**src/rtl/hs_arb_pkg.sv**
```systemverilog
// Shared types and default constants for the hiscore/CPU work-RAM arbiter.
package hs_arb_pkg;

  typedef enum logic [1:0] {
    S_CPU   = 2'd0,
    S_DRAIN = 2'd1,
    S_HS    = 2'd2,
    S_TURN  = 2'd3
  } hs_arb_state_t;

  localparam logic [15:0] WIN_LO_DEF    = 16'h0000;
  localparam logic [15:0] WIN_HI_DEF    = 16'hFFFF;
  localparam int unsigned DRAIN_CYC_DEF = 4;

endpackage

```
**src/rtl/hs_ram_arbiter.sv**
```systemverilog
// Shares the work-RAM port between the main CPU and the hiscore engine; the
// hiscore side is granted only while the CPU is paused and after a drain delay.
module hs_ram_arbiter
  import hs_arb_pkg::*;
#(
  parameter int unsigned       ADDR_W    = 16,
  parameter int unsigned       DATA_W    = 8,
  parameter logic [ADDR_W-1:0] WIN_LO    = ADDR_W'(WIN_LO_DEF),
  parameter logic [ADDR_W-1:0] WIN_HI    = ADDR_W'(WIN_HI_DEF),
  parameter int unsigned       DRAIN_CYC = DRAIN_CYC_DEF
) (
  input  logic              clk_sys,
  input  logic              RESET_n,
  input  logic              pause_cpu,
  input  logic              cpu_cs,
  input  logic              cpu_we,
  input  logic [ADDR_W-1:0] cpu_addr,
  input  logic [DATA_W-1:0] cpu_din,
  output logic [DATA_W-1:0] cpu_dout,
  output logic              cpu_wait,
  input  logic [ADDR_W-1:0] hs_address,
  input  logic [DATA_W-1:0] hs_data_in,
  input  logic              hs_write,
  input  logic              hs_access_read,
  input  logic              hs_access_write,
  output logic [DATA_W-1:0] hs_data_out,
  output logic              hs_grant,
  output logic              hs_oob,
  output logic              hs_abort,
  output logic [ADDR_W-1:0] ram_addr,
  output logic [DATA_W-1:0] ram_din,
  output logic              ram_we,
  input  logic [DATA_W-1:0] ram_dout
);

  localparam logic [3:0] DRAIN_LOAD = 4'(DRAIN_CYC - 1);

  hs_arb_state_t state, state_d;
  logic [3:0]    drain_cnt;
  logic          intent;
  logic          in_window;
  logic          abort_d;
  logic [ADDR_W:0] win_off;

  // Owner tags follow each read address through the register and RAM stages.
  logic cpu_rd1, cpu_rd2;
  logic hs_rd1, hs_rd2;
  logic oob1, oob2;
  logic [DATA_W-1:0] cpu_hold, hs_hold;

  assign intent = hs_access_read | hs_access_write;

  // Offset from WIN_LO with a spare bit: addresses below WIN_LO wrap above any span.
  assign win_off   = {1'b0, hs_address} - {1'b0, WIN_LO};
  assign in_window = (win_off <= {1'b0, WIN_HI - WIN_LO});

  assign hs_grant = (state == S_HS);
  assign cpu_wait = cpu_cs & (state != S_CPU);

  always_comb begin
    state_d = state;
    abort_d = 1'b0;
    case (state)
      S_CPU: begin
        if (intent && pause_cpu) state_d = S_DRAIN;
      end
      S_DRAIN: begin
        if (!intent || !pause_cpu) state_d = S_CPU;
        else if (drain_cnt == 4'd0) state_d = S_HS;
      end
      S_HS: begin
        if (!pause_cpu) begin
          state_d = S_TURN;
          abort_d = 1'b1;
        end else if (!intent) begin
          state_d = S_TURN;
        end
      end
      S_TURN:  state_d = S_CPU;
      default: state_d = S_CPU;
    endcase
  end

  always_ff @(posedge clk_sys or negedge RESET_n) begin
    if (!RESET_n) begin
      state     <= S_CPU;
      drain_cnt <= '0;
    end else begin
      state <= state_d;
      if (state == S_CPU)
        drain_cnt <= DRAIN_LOAD;
      else if (state == S_DRAIN && drain_cnt != 4'd0)
        drain_cnt <= drain_cnt - 4'd1;
    end
  end

  always_ff @(posedge clk_sys or negedge RESET_n) begin
    if (!RESET_n) begin
      ram_addr <= '0;
      ram_din  <= '0;
      ram_we   <= 1'b0;
      hs_oob   <= 1'b0;
      hs_abort <= 1'b0;
      cpu_rd1  <= 1'b0;
      cpu_rd2  <= 1'b0;
      hs_rd1   <= 1'b0;
      hs_rd2   <= 1'b0;
      oob1     <= 1'b0;
      oob2     <= 1'b0;
      cpu_hold <= '0;
      hs_hold  <= '0;
    end else begin
      hs_abort <= abort_d;
      hs_oob   <= (state == S_HS) && (hs_write || hs_access_read) && !in_window;
      case (state)
        S_CPU: begin
          ram_addr <= cpu_addr;
          ram_din  <= cpu_din;
          ram_we   <= cpu_cs & cpu_we;
        end
        S_HS: begin
          ram_addr <= hs_address;
          ram_din  <= hs_data_in;
          ram_we   <= hs_write & in_window;
        end
        default: ram_we <= 1'b0;
      endcase
      cpu_rd1  <= (state == S_CPU) && cpu_cs && !cpu_we;
      hs_rd1   <= (state == S_HS) && hs_access_read && !hs_write;
      oob1     <= !in_window;
      cpu_rd2  <= cpu_rd1;
      hs_rd2   <= hs_rd1;
      oob2     <= oob1;
      cpu_hold <= cpu_dout;
      hs_hold  <= hs_data_out;
    end
  end

  // Read data passes straight from the RAM in its tagged cycle, then holds.
  assign cpu_dout    = cpu_rd2 ? ram_dout : cpu_hold;
  assign hs_data_out = hs_rd2 ? (oob2 ? '0 : ram_dout) : hs_hold;

endmodule
```
**config.mk**
```make
export PLATFORM = sky130hd
export DESIGN_NAME = hs_ram_arbiter
export DESIGN_NICKNAME = d
export VERILOG_FILES = /design/src/rtl/hs_arb_pkg.sv /design/src/rtl/hs_ram_arbiter.sv
export SDC_FILE = /design/constraint.sdc
export NUM_CORES = 1
export LEC_CHECK = 0
export ABC_AREA = 1
export CAP_MARGIN = 40
export CORE_MARGIN = 2
export CORE_UTILIZATION = 43
export DETAILED_ROUTE_END_ITERATION = 6
export GPL_TIMING_DRIVEN = 0
export PLACE_DENSITY_LB_ADDON = 0.1
export SKIP_LAST_GASP = 1
export SLEW_MARGIN = 20
export SYNTH_ARGS = -nofsm -noshare
export SYNTH_HDL_FRONTEND = slang
export SYNTH_SLANG_ARGS = --single-unit
```
**constraint.sdc**
```tcl
create_clock -name clk_sys -period 3.08 [get_ports clk_sys]
set_input_delay 0.924 -clock clk_sys [delete_from_list [all_inputs] [get_ports clk_sys]]
set_output_delay 0.924 -clock clk_sys [all_outputs]
set_load 0.02 [all_outputs]
```
# Word-level counts from Yosys, hierarchy flattened
# Index checks and enable logic that the tools add are counted.
# totals
output_inout_bits	45
word_cells	65
inputBits	64
regBits	55
# op_classes
eq_ne	6
n_bitwise	4
n_reduce_logical	22
n_mux	16
magnitude_cmp	1
add_sub_neg	1
# ops
op	count
16-bit case mux with 2 select lines	1
8-bit 2-to-1 mux	3
16-bit <= comparator, second input constant	1
8-bit case mux with 2 select lines	1
2-bit 2-to-1 mux	5
1-bit logical AND	8
4-bit 2-to-1 mux	2
2-bit case mux with 4 select lines	1
3-bit != test, second input constant	2
2-bit nonzero test	3
1-bit logical NOT	5
2-bit == test, second input constant	2
4-bit logical NOT	1
4-bit nonzero test	1
4-bit by 1-bit subtractor with 4-bit output, second input constant	1
1-bit AND	3
3-bit AND reduction	1
2-bit by 1-bit == test with 1-bit output, second input constant	1
2-bit logical NOT	1
1-bit logical OR	2
1-bit 2-to-1 mux	2
2-bit != test, second input constant	1
1-bit case mux with 2 select lines	1
1-bit OR	1

# Longest topological paths before layout
# logic_depth
ltp_word	5
mapped_depth	7
ltp_nobuf	7

# Worst setup path before layout
# Ideal clock, no wire load.
# synth_timing
path_type	input-to-output
start	input port cpu_cs
end	output port cpu_wait
path_slack_ns	0.907
cell_stages	2
required_ns	2.156
arrival_ns	1.249
n_path_buf	0
path_cell_list	inv_1 nor2_1
# synth_between
elab_chain_cells	1
# synth_rtl
item	line_no	source
from (decl)	hs_ram_arbiter.sv:15	input logic cpu_cs,
1-bit AND	hs_ram_arbiter.sv:58	assign cpu_wait = cpu_cs & (state != S_CPU);
to (decl)	hs_ram_arbiter.sv:20	output logic cpu_wait,
# No other way between the ends.

# Final worst setup path
# layout_timing
start	register state[0]
end	output port hs_grant
# layout_between
elab_chain_cells	1
# layout_rtl
item	line_no	source
from (decl)	hs_ram_arbiter.sv:38	hs_arb_state_t state, state_d;
from (signal assigned)	hs_ram_arbiter.sv:89	state <= state_d;
2-bit == test	hs_ram_arbiter.sv:57	assign hs_grant = (state == S_HS);
to (decl)	hs_ram_arbiter.sv:27	output logic hs_grant,
# No other way between the ends.

==> flow_summary.json <==
{
  "status": "complete, no violations",
  "p_leak_nw": 1.613,
  "synth_top_family_by_area": "simple AND/OR/NAND/NOR gates",
  "initial_utilization_pct": 45.28,
  "final.period_utilization_pct": 96.23,
  "final.fill_count": 390,
  "overflow": 0,
  "synth_top_area_share_pct": 60.05,
  "wl_per_cell_um": 12.78,
  "clkTransAtPathRegs_ns": 0.09,
  "setup_viol": 0,
  "grt.total_usage_pct": 19.29,
  "yosysTopAreaCell": "dfrtp_1",
  "drcViolationCount": 0,
  "hp-class": "flop to flop",
  "synth_xor_area_share_pct": 0.4042,
  "layout_min_cycle_time_ns": 2.964,
  "grt_pass1_wl_mm": 8.190,
  "timing_worst_setup_path_type": "flop to output port",
  "arrival_ns": 2.04,
  "final_common_cell": "nand2_1",
  "clock_path_buffers": 2,
  "area.growth.synth_to_final_pct": 56.64,
  "antenna_found_initial": 0,
  "hold_violations": 0,
  "synth_area_per_cell_um2": 9.674,
  "max_cap_viol_count": 0,
  "rsz0062_at_grt": "no",
  "dieArea_um2": 5624,
  "hp-start": "hs_rd1$_DFF_PN0_",
  "firstDrtPassIters": 4,
  "synth_seq_area_share_pct": 60.05,
  "io_buffers": 107,
  "synthSimpleGateAreaFrac_pct": 25.52,
  "synth_fa_ha_area_share_pct": 1.155,
  "ant_nets": 0,
  "setup_slack_ns": 0.1161,
  "powerDensity_nw_per_um2": 545.2,
  "viasPerCell": 4.663,
  "synth-compound-area-share_pct": 0.8083,
  "num_vias": 1893,
  "syn-num-nets": 290,
  "die_h_um": 74.99,
  "grt_pass1_vias": 1837,
  "synth_warnings": 0,
  "cts_tree": "done",
  "worstPathMaxFanout": 10,
  "critical_path_required_ns": 2.16,
  "io_pins": 109,
  "cts_max_level": 2,
  "cts_made_buffers": 5,
  "post-place-ws_ns": -0.02716,
  "cts-root-buf": "clkbuf_8",
  "finalPower_mw": 1.851,
  "cp-start-kind": "flop",
  "insertion_delay_ns": 0.29,
  "r2r_start": "state[0]$_DFFE_PN0P_",
  "drt-total-wl_mm": 5.189,
  "num_antenna_cells": 0,
  "synth_cells": 224,
  "min_to": "hs_rd2$_DFF_PN0_",
  "num_rows": 25,
  "hold_depth": 0,
  "tightest_slew_ns": 0.6365,
  "cts.sinks": 52,
  "hold_ws_ns": 0.3497,
  "postCtsHoldBufs": 0,
  "fmax_ghz": 0.3374,
  "final_max_slew_viol_count": 0,
  "yosys-mux-area-fraction_pct": 8.314,
  "die_w_um": 74.99,
  "startpoint": "state[0]$_DFFE_PN0P_",
  "tns_ns": 0,
  "grt_max_degree": 53,
  "fin_skew_ns": 0.003080,
  "layout-drive-gt1-share_pct": 10.32,
  "regToRegSetupSlack_ns": 1.75,
  "synth_area_um2": 2167,
  "drtIter0Drc": 95,
  "final_cell_mix": "nand2_1, clkdlybuf4s50_1, dfrtp_1",
  "yosys.cell_types.count": 20,
  "slew_headroom_pct": 57.56,
  "hpwl_mm": 3.826,
  "reg2reg_to": "ram_we$_DFF_PN0_",
  "synthTopCellsByArea": "dfrtp_1, nand2_1, mux2_2, nand3_1, buf_2",
  "synth-seq-cells": 52,
  "end_kind": "output port",
  "finalNetCount": 404,
  "ir_worst_vdd_uv": 271.0,
  "globalplace.congestion": 0.7686,
  "core_area_um2": 4786,
  "rr_worst_depth": 5
}
## sequential cells by signal (all words and copies together) (netlist names), 2 cells and up
| register | flops |
|---|---|
| ram_addr | 16 |
| cpu_hold | 8 |
| hs_hold | 8 |
| ram_din | 8 |
| drain_cnt | 4 |
| state | 2 |
## report_power, final
group          leakage (nW)  internal (mW)  total [mW]  switching (mW)
Clock                0.0510          0.180       0.387           0.208
Sequential            0.643          0.797       0.839          0.0429
Combinational         0.919          0.302       0.624           0.323
## metrics by stage
stage | instances | cell area (um2) | util (%)
global route | 406 | 3395 | 70.93
detailed placement | 398 | 3319 | 69.36
global placement | 398 | 3322 | 69.41
floorplan | 224 | 2167 | -
CTS | 406 | 3392 | 70.88
finish | 406 | 3395 | 70.93
## worst max-delay path, stage by stage (launching register included)
cell and delay [ns]:
dfrtp_1 0.36, buf_2 0.19, nor2_4 0.27, buf_2 0.28
clkdlybuf4s50_1 0.64
## how the worst max path moves through the flow
| stage | to | slack [ns] | cells after the start |
|---|---|---|---|
| global route | hs_grant | 0.03 | 4 |
| CTS | cpu_dout[2] | 0.002 | 3 |
| global placement | ram_addr[10]$_DFFE_PN0P_ | -0.45 | 1 |
| detailed placement | cpu_dout[1] | -0.03 | 3 |
| floorplan | cpu_wait | 0.91 | 2 |
| finish | hs_grant | 0.12 | 4 |
## kinds of logic after synthesis
logic type / after synthesis
buffers and inverters: 18
flip-flops: 52
multiplexers: 16
AO/OA/AOI/OAI: 3
adder cells (fa/ha/maj): 2
XOR/XNOR: 1
other: 1
AND/OR/NAND/NOR: 131
## synth_stat cells
| cell type | number |
|---|---|
| inv_2 | 2 |
| buf_2 | 5 |
| clkbuf_1 | 4 |
| o21ai_0 | 1 |
| nand2_1 | 90 |
| nor2_4 | 2 |
| a21oi_1 | 1 |
| or2_0 | 1 |
| dfrtp_1 | 52 |
| nor2_1 | 5 |
| buf_4 | 1 |
| nand3_1 | 31 |
| nor3_1 | 1 |
| o21a_1 | 1 |
| conb_1 | 1 |
| xnor2_1 | 1 |
| inv_1 | 6 |
| mux2_2 | 16 |
| ha_1 | 2 |
| nand3b_1 | 1 |
## area by class of cell
type / instances / area, um2 / area share [%]
tap: 67 / 83.83 / 2.470
sequential: 52 / 1301 / 38.33
timing repair buffer: 107 / 1051 / 30.96
clock inverter: 2 / 10.01 / 0.2949
inverter: 8 / 30.03 / 0.8846
buffer: 10 / 47.55 / 1.401
clock buffer: 6 / 82.58 / 2.433
multi-input combinational: 154 / 788.3 / 23.22
## repair_timing
| item | 4_1_cts | 5_1_grt |
|---|---|---|
| setup endpoints to repair | 16 | 1 |
| resized for setup | 16 | 1 |
| pin swaps | 0 | 0 |
| setup buffers | 0 | 0 |
## routing by layer
layer  share of wire (%)  vias up  track usage [%]  routed length (um)
met5                   0        -                0                   0
met4                 1.1        0            6.548                  58
met3                 9.1        6            5.890                 472
met2                  49       65            32.16                2548
met1                  41      881            23.93                2109
li1                    -      941                -                   -
Note: power is estimated with default switching activity, not from simulation.
